`src/rtl/debounced_button_bank.sv`:
```
// Multi-channel button debouncer: 2-flop sync, per-channel stability counter, level + press/release strobes.
// Latency: clean input step reaches ButtonOut 2+STABLE_CYCLES edges later; AnyPressed lags ButtonOut by one.
// No backpressure; optional hold/auto-repeat press strobes under DEBOUNCED_BUTTON_AUTO_REPEAT_EN.
module debounced_button_bank #(
  parameter int N_BUTTONS     = 4,
  parameter int STABLE_CYCLES = 100000,
  parameter int ACTIVE_LOW    = 0,
`ifdef DEBOUNCED_BUTTON_AUTO_REPEAT_EN
  parameter int HOLD_CYCLES   = 25000000,
  parameter int REPEAT_CYCLES = 5000000,
`endif
  parameter int CNT_W         = $clog2(STABLE_CYCLES+1)
) (
  input  logic                 c50M,
  input  logic                 Reset,
  input  logic [N_BUTTONS-1:0] Button,
  output logic [N_BUTTONS-1:0] ButtonOut,
  output logic [N_BUTTONS-1:0] PressPulse,
  output logic [N_BUTTONS-1:0] ReleasePulse,
  output logic                 AnyPressed
);

  localparam logic [CNT_W-1:0] LAST = CNT_W'(STABLE_CYCLES-1);

  logic [N_BUTTONS-1:0] in_c;
  logic [N_BUTTONS-1:0] s1;
  logic [N_BUTTONS-1:0] s2;
  logic [CNT_W-1:0]     cnt [N_BUTTONS];
  logic [N_BUTTONS-1:0] done;
  logic [N_BUTTONS-1:0] rep_fire;

  assign in_c = (ACTIVE_LOW != 0) ? ~Button : Button;

  // done: the synchronised input has disagreed with the level long enough to flip it this edge
  always_comb begin
    done = '0;
    for (int i = 0; i < N_BUTTONS; i++) begin
      done[i] = (s2[i] != ButtonOut[i]) && (cnt[i] == LAST);
    end
  end

  always_ff @(posedge c50M) begin
    if (Reset) begin
      s1           <= '0;
      s2           <= '0;
      ButtonOut    <= '0;
      PressPulse   <= '0;
      ReleasePulse <= '0;
      AnyPressed   <= 1'b0;
      for (int i = 0; i < N_BUTTONS; i++) begin
        cnt[i] <= '0;
      end
    end else begin
      s1           <= in_c;
      s2           <= s1;
      AnyPressed   <= |ButtonOut;
      PressPulse   <= (done & ~ButtonOut) | rep_fire;
      ReleasePulse <= done & ButtonOut;
      for (int i = 0; i < N_BUTTONS; i++) begin
        if (s2[i] == ButtonOut[i]) begin
          cnt[i] <= '0;
        end else if (done[i]) begin
          cnt[i]       <= '0;
          ButtonOut[i] <= s2[i];
        end else begin
          cnt[i] <= cnt[i] + CNT_W'(1);
        end
      end
    end
  end

`ifdef DEBOUNCED_BUTTON_AUTO_REPEAT_EN
  localparam int HMAX   = (HOLD_CYCLES > REPEAT_CYCLES) ? HOLD_CYCLES : REPEAT_CYCLES;
  localparam int HCNT_W = $clog2(HMAX+1);
  localparam logic [HCNT_W-1:0] HOLD_M1 = HCNT_W'(HOLD_CYCLES-1);
  localparam logic [HCNT_W-1:0] REP_M1  = HCNT_W'(REPEAT_CYCLES-1);

  logic [HCNT_W-1:0]    hcnt [N_BUTTONS];
  logic [N_BUTTONS-1:0] rep_ph;

  // A release edge suppresses any repeat that would coincide with it
  always_comb begin
    rep_fire = '0;
    for (int i = 0; i < N_BUTTONS; i++) begin
      rep_fire[i] = ButtonOut[i] && !done[i] &&
                    (hcnt[i] == (rep_ph[i] ? REP_M1 : HOLD_M1));
    end
  end

  always_ff @(posedge c50M) begin
    if (Reset) begin
      rep_ph <= '0;
      for (int i = 0; i < N_BUTTONS; i++) begin
        hcnt[i] <= '0;
      end
    end else begin
      for (int i = 0; i < N_BUTTONS; i++) begin
        if (!ButtonOut[i] || done[i]) begin
          hcnt[i]   <= '0;
          rep_ph[i] <= 1'b0;
        end else if (rep_fire[i]) begin
          hcnt[i]   <= '0;
          rep_ph[i] <= 1'b1;
        end else begin
          hcnt[i] <= hcnt[i] + HCNT_W'(1);
        end
      end
    end
  end
`else
  assign rep_fire = '0;
`endif

endmodule

```
`config.mk`:
```
export PLATFORM = sky130hd
export DESIGN_NAME = debounced_button_bank
export DESIGN_NICKNAME = d
export VERILOG_FILES = /design/src/rtl/debounced_button_bank.sv
export SDC_FILE = /design/constraint.sdc
export NUM_CORES = 1
export LEC_CHECK = 0
export CAP_MARGIN = 0
export CORE_UTILIZATION = 55
export DETAILED_ROUTE_END_ITERATION = 16
export PLACE_DENSITY_LB_ADDON = 0.25
export SYNTH_ARGS = -nofsm -noshare
export SYNTH_HDL_FRONTEND = slang
export SYNTH_SLANG_ARGS = --single-unit
export TNS_END_PERCENT = 10
```
`constraint.sdc`:
```
create_clock -name c50M -period 2.1 [get_ports c50M]
set_input_delay 0.525 -clock c50M [delete_from_list [all_inputs] [get_ports c50M]]
set_output_delay 0.525 -clock c50M [all_outputs]
set_load 0.01 [all_outputs]
```
## Word level (Yosys, flattened, before mapping)

Memories as Yosys holds them, arrays and structs flattened.
Index checks and enable logic that the tools add are counted.

- Input bits: 6
- Register bits: 21
- Memories: 1
- Bits in writable memories: 68
- Output and inout bits: 13

- Reductions and logical operators: 9
- Bitwise operators: 19
- Multiplexer cells: 58
- Equality and inequality tests: 12
- Add/subtract/negate cells: 4

Memory list:

| name | depth | width | rd ports | clocked after memory_dff | write ports | line | source |
|---|---|---|---|---|---|---|---|
| cnt | 4 | 17 | 4 | 0 | 4 | 28 | `logic [CNT_W-1:0] cnt [N_BUTTONS];` |

Operators with widths:

| cell | number |
|---|---|
| $mux 17 | 12 |
| $add 17x1->17 const B | 4 |
| $eq 17x17->1 const B | 4 |
| $mux 1 | 46 |
| $or 1x1->1 | 12 |
| $and 4x4->4 | 2 |
| $reduce_and 2->1 | 4 |
| $eq 1x1->1 | 4 |
| $logic_and 1x1->1 | 4 |
| $ne 1x1->1 | 4 |
| $not 1->1 | 4 |
| $not 4->4 | 1 |
| $reduce_or 4->1 | 1 |

## Logic depth before layout (Yosys ltp)

An unclocked memory read counts as a cell.

- Word-level depth: 9
- Gate-level depth with buffers: 7
- Gate-level depth less buffers: 5

## Worst setup path after synthesis

No wires, ideal clock.

- Path kind: register -> register
- Start point: mem cnt[0][0] in the netlist's numbering
- End point: mem cnt[0][13] in the netlist's numbering (data pin)
- Library setup time: 0.254 ns
- Arrival time: 1.608 ns
- Data required time: 1.846 ns
- Setup slack: 0.237 ns
- Clock period less this slack: 1.863 ns
- Stages on the path, launching flop included: 7
- Cells stage by stage: edfxtp_1 ha_1 nand4_1 or4b_4 nand2_4 buf_6 nor2_1

RTL lines:

| element | line |
|---|---|
| start, declared | 28 |

==> flow_summary.ini <==
[outcome]
outcome = finished clean

[logic_synthesis]
synth_cells = 425
seq_area_frac_synth_pct = 54.6
synth_cell_types = 43
syn_area_per_cell_sq_um = 10.6
synth_top_area_share_pct = 45.2
ys_warn_count = 0
synth.most_common_cell = nor2_1
ys.flop_type = edfxtp_1
ys_async_sr_fraction_pct = 0
ys_top_cells_by_area = edfxtp_1, dfxtp_1, xnor2_1
netlist_area_sq_um = 4510
synth_common_cells = nor2_1, edfxtp_1, xnor2_1
yosys_register_bits = 89
yosysTopAreaCell = edfxtp_1
synth_edf_count = 68

[detailed_routing]
wl_met2_um = 3880
viasPerCell = 5.27
wire_per_inst_um = 12.9
top_layer = met4
initialDrtViolationCount = 118
wl_met3_um = 250
vias = 3294
wl_met1_um = 3820
antenna_left = 0
first_pass_iters = 4
routed_wl_um = 8050
drc = 0

[cts]
cts_tree = built
cts_buffers = 9
clk_pin_slew_worst_paths_ns = 0.08
htree_levels = 3
cts.sinks = 89
clk_latency_ns = 0.35
clock_path_buffers = 2
cts-root-buf = clkbuf_8

[floorplanning]
rows = 32
die_w_um = 92.6
io-pin-count = 19
die_h_um = 92.6
start_util_pct = 57.5
core_area_sq_um = 7850
die_area_sq_um = 8570

[finish]
area_growth_pct = 16.9
final_cell_area_sq_um = 5280
drive_gt1_share_pct = 6.69
antenna_cells = 0
nets = 528
n_fill_cell = 669

[sta]
maxSlewHeadroom_pct = 66.8
finClkSkew_ns = 0.00988
setup_tns_ns = 0
tightest_slew_ns = 0.491
final_hold_viol_count = 0
fin_hold_ws_ns = 0.439
finalMaxSlewViolations = 0
max_freq_mhz = 498
finalCritPeriodShare_pct = 95.6
finalCriticalPeriod_ns = 2.01
setup_viol = 0
rsz0062_at_grt = false

[power]
sw_frac_of_total_pct = 21.2
pwr-share-seq_pct = 59.2
leakage_nw = 1.75
internal_power_w = 0.00269
peakVddDrop_mv = 0.399
comb_power_share_pct = 5.0
pwr-share-clk_pct = 35.8
p_per_area_nw_per_um2 = 649
p_switching_w = 0.000727

[placement]
placed_cell_area_sq_um = 5070
io_buffers = 18
place_congestion = 0.912
dp_hpwl_um = 5850

[grt]
track_usage_pct = 20.1
grt_overflow = 0
grt_pass1_vias = 3133
grt_max_degree = 18
antenna_found_initial = 0
grt_pass1_wl_um = 13700

[setup_path]
rr_worst_depth = 5
critPathKind = flip-flop to flip-flop
cp_max_fo = 16
crit_arrival_ns = 2.11
cp.required_ns = 2.20
worstSetupStartpointType = flip-flop
crit_path_end_kind = flip-flop

[min_path]
holdPathStages = 1
min_path_type = flip-flop to flip-flop

[job]
max-cap-violations = 0
-- layout by cell type (no fill, tap or decap), types with 2 or more instances in the layout --
| cell type | count |
|---|---|
| a21oi_1 | 7 |
| and3_1 | 6 |
| and4_1 | 5 |
| buf_4 | 13 |
| bufinv_16 | 2 |
| clkbuf_1 | 3 |
| clkbuf_8 | 9 |
| clkdlybuf4s50_1 | 18 |
| clkinv_1 | 2 |
| conb_1 | 68 |
| dfxtp_1 | 21 |
| edfxtp_1 | 68 |
| ha_1 | 3 |
| inv_1 | 8 |
| mux2i_1 | 2 |
| nand2_1 | 21 |
| nand2b_1 | 11 |
| nand3_1 | 21 |
| nand4_1 | 28 |
| nand4bb_1 | 2 |
| nor2_1 | 70 |
| nor2b_1 | 8 |
| nor3_1 | 21 |
| nor4_1 | 22 |
| nor4b_1 | 2 |
| o21ai_0 | 2 |
| or3_1 | 5 |
| or4_1 | 2 |
| xnor2_1 | 40 |
| xor2_1 | 18 |
-- what timing repair did --
action                     4_1_cts  5_1_grt
setup buffers                    0        0
setup endpoints to repair        0       26
gates resized for setup          0        2
hold buffers                     0        0
-- power by group through the flow --
stage / Sequential, W / Combinational, W / Clock, W
after floorplan: 0.00204 / 0.000132 / 0
after global placement: 0.00206 / 0.000160 / 0
after detailed placement: 0.00206 / 0.000162 / 0
after CTS: 0.00202 / 0.000164 / 0.00126
after global routing: 0.00204 / 0.000192 / 0.00131
final: 0.00203 / 0.000170 / 0.00123
-- worst max-delay path, cell delays in order (launching register included) --
cell and delay, ns:
edfxtp_1 0.46, ha_2 0.26, nand4_1 0.17, or4b_4 0.61, nand2_4 0.19, nor2_1 0.07
-- metal layers --
layer  vias to the layer above  global-route usage (%)
met5                         -                       0
met4                         0                    7.55
met3                         9                    2.79
met2                        71                    34.1
met1                      1557                    26.2
li1                       1657                       -
-- registers in the layout (all words and copies together), names as in the netlist --
name          cells
s2                4
cnt              68
AnyPressed        1
s1                4
ButtonOut         4
ReleasePulse      4
PressPulse        4
-- area by class of cell --
| class | count | area (sq um) | share of cell area [%] |
|---|---|---|---|
| sequential | 89 | 2460 | 46.7 |
| tap | 102 | 128 | 2.42 |
| inverter | 8 | 30.0 | 0.569 |
| multi-input combinational | 379 | 2170 | 41.2 |
| timing repair buffer | 31 | 278 | 5.27 |
| clock inverter | 4 | 67.6 | 1.28 |
| clock buffer | 12 | 135 | 2.56 |
-- logic make-up (layout without fill, tap and decap cells) --
group,count (synthesis),count (layout),synth area share (%)
other cells,1,68,0.0831
buf+inv,24,55,2.91
fa+ha+maj,4,4,1.11
flops,89,89,54.6
compound gates,13,13,1.77
simple gates,234,234,27.9
xor+xnor,58,58,11.3
mux,2,2,0.444
-- per-stage QoR --
stage,total power (W),util [%],setup WS [ns],instances
floorplan,0.00218,-,0.237,492
CTS,0.00345,67.2,0.0602,625
global route,0.00354,67.2,0.00211,625
detailed placement,0.00223,64.6,0.0385,609
finish,0.00342,67.2,0.0918,625
global placement,0.00222,64.6,0.0726,609
-- worst paths after layout --
check / from / end / slack (ns)
hold / removal: s1[3] / s2[3] / 0.44
setup / recovery: cnt[0][1] / cnt[0][12] / 0.09
setup reg to reg: cnt[0][1] / cnt[0][12] / 0.09
hold reg to reg: s1[3] / s2[3] / 0.44
Note: power is estimated with default switching activity, not from simulation.
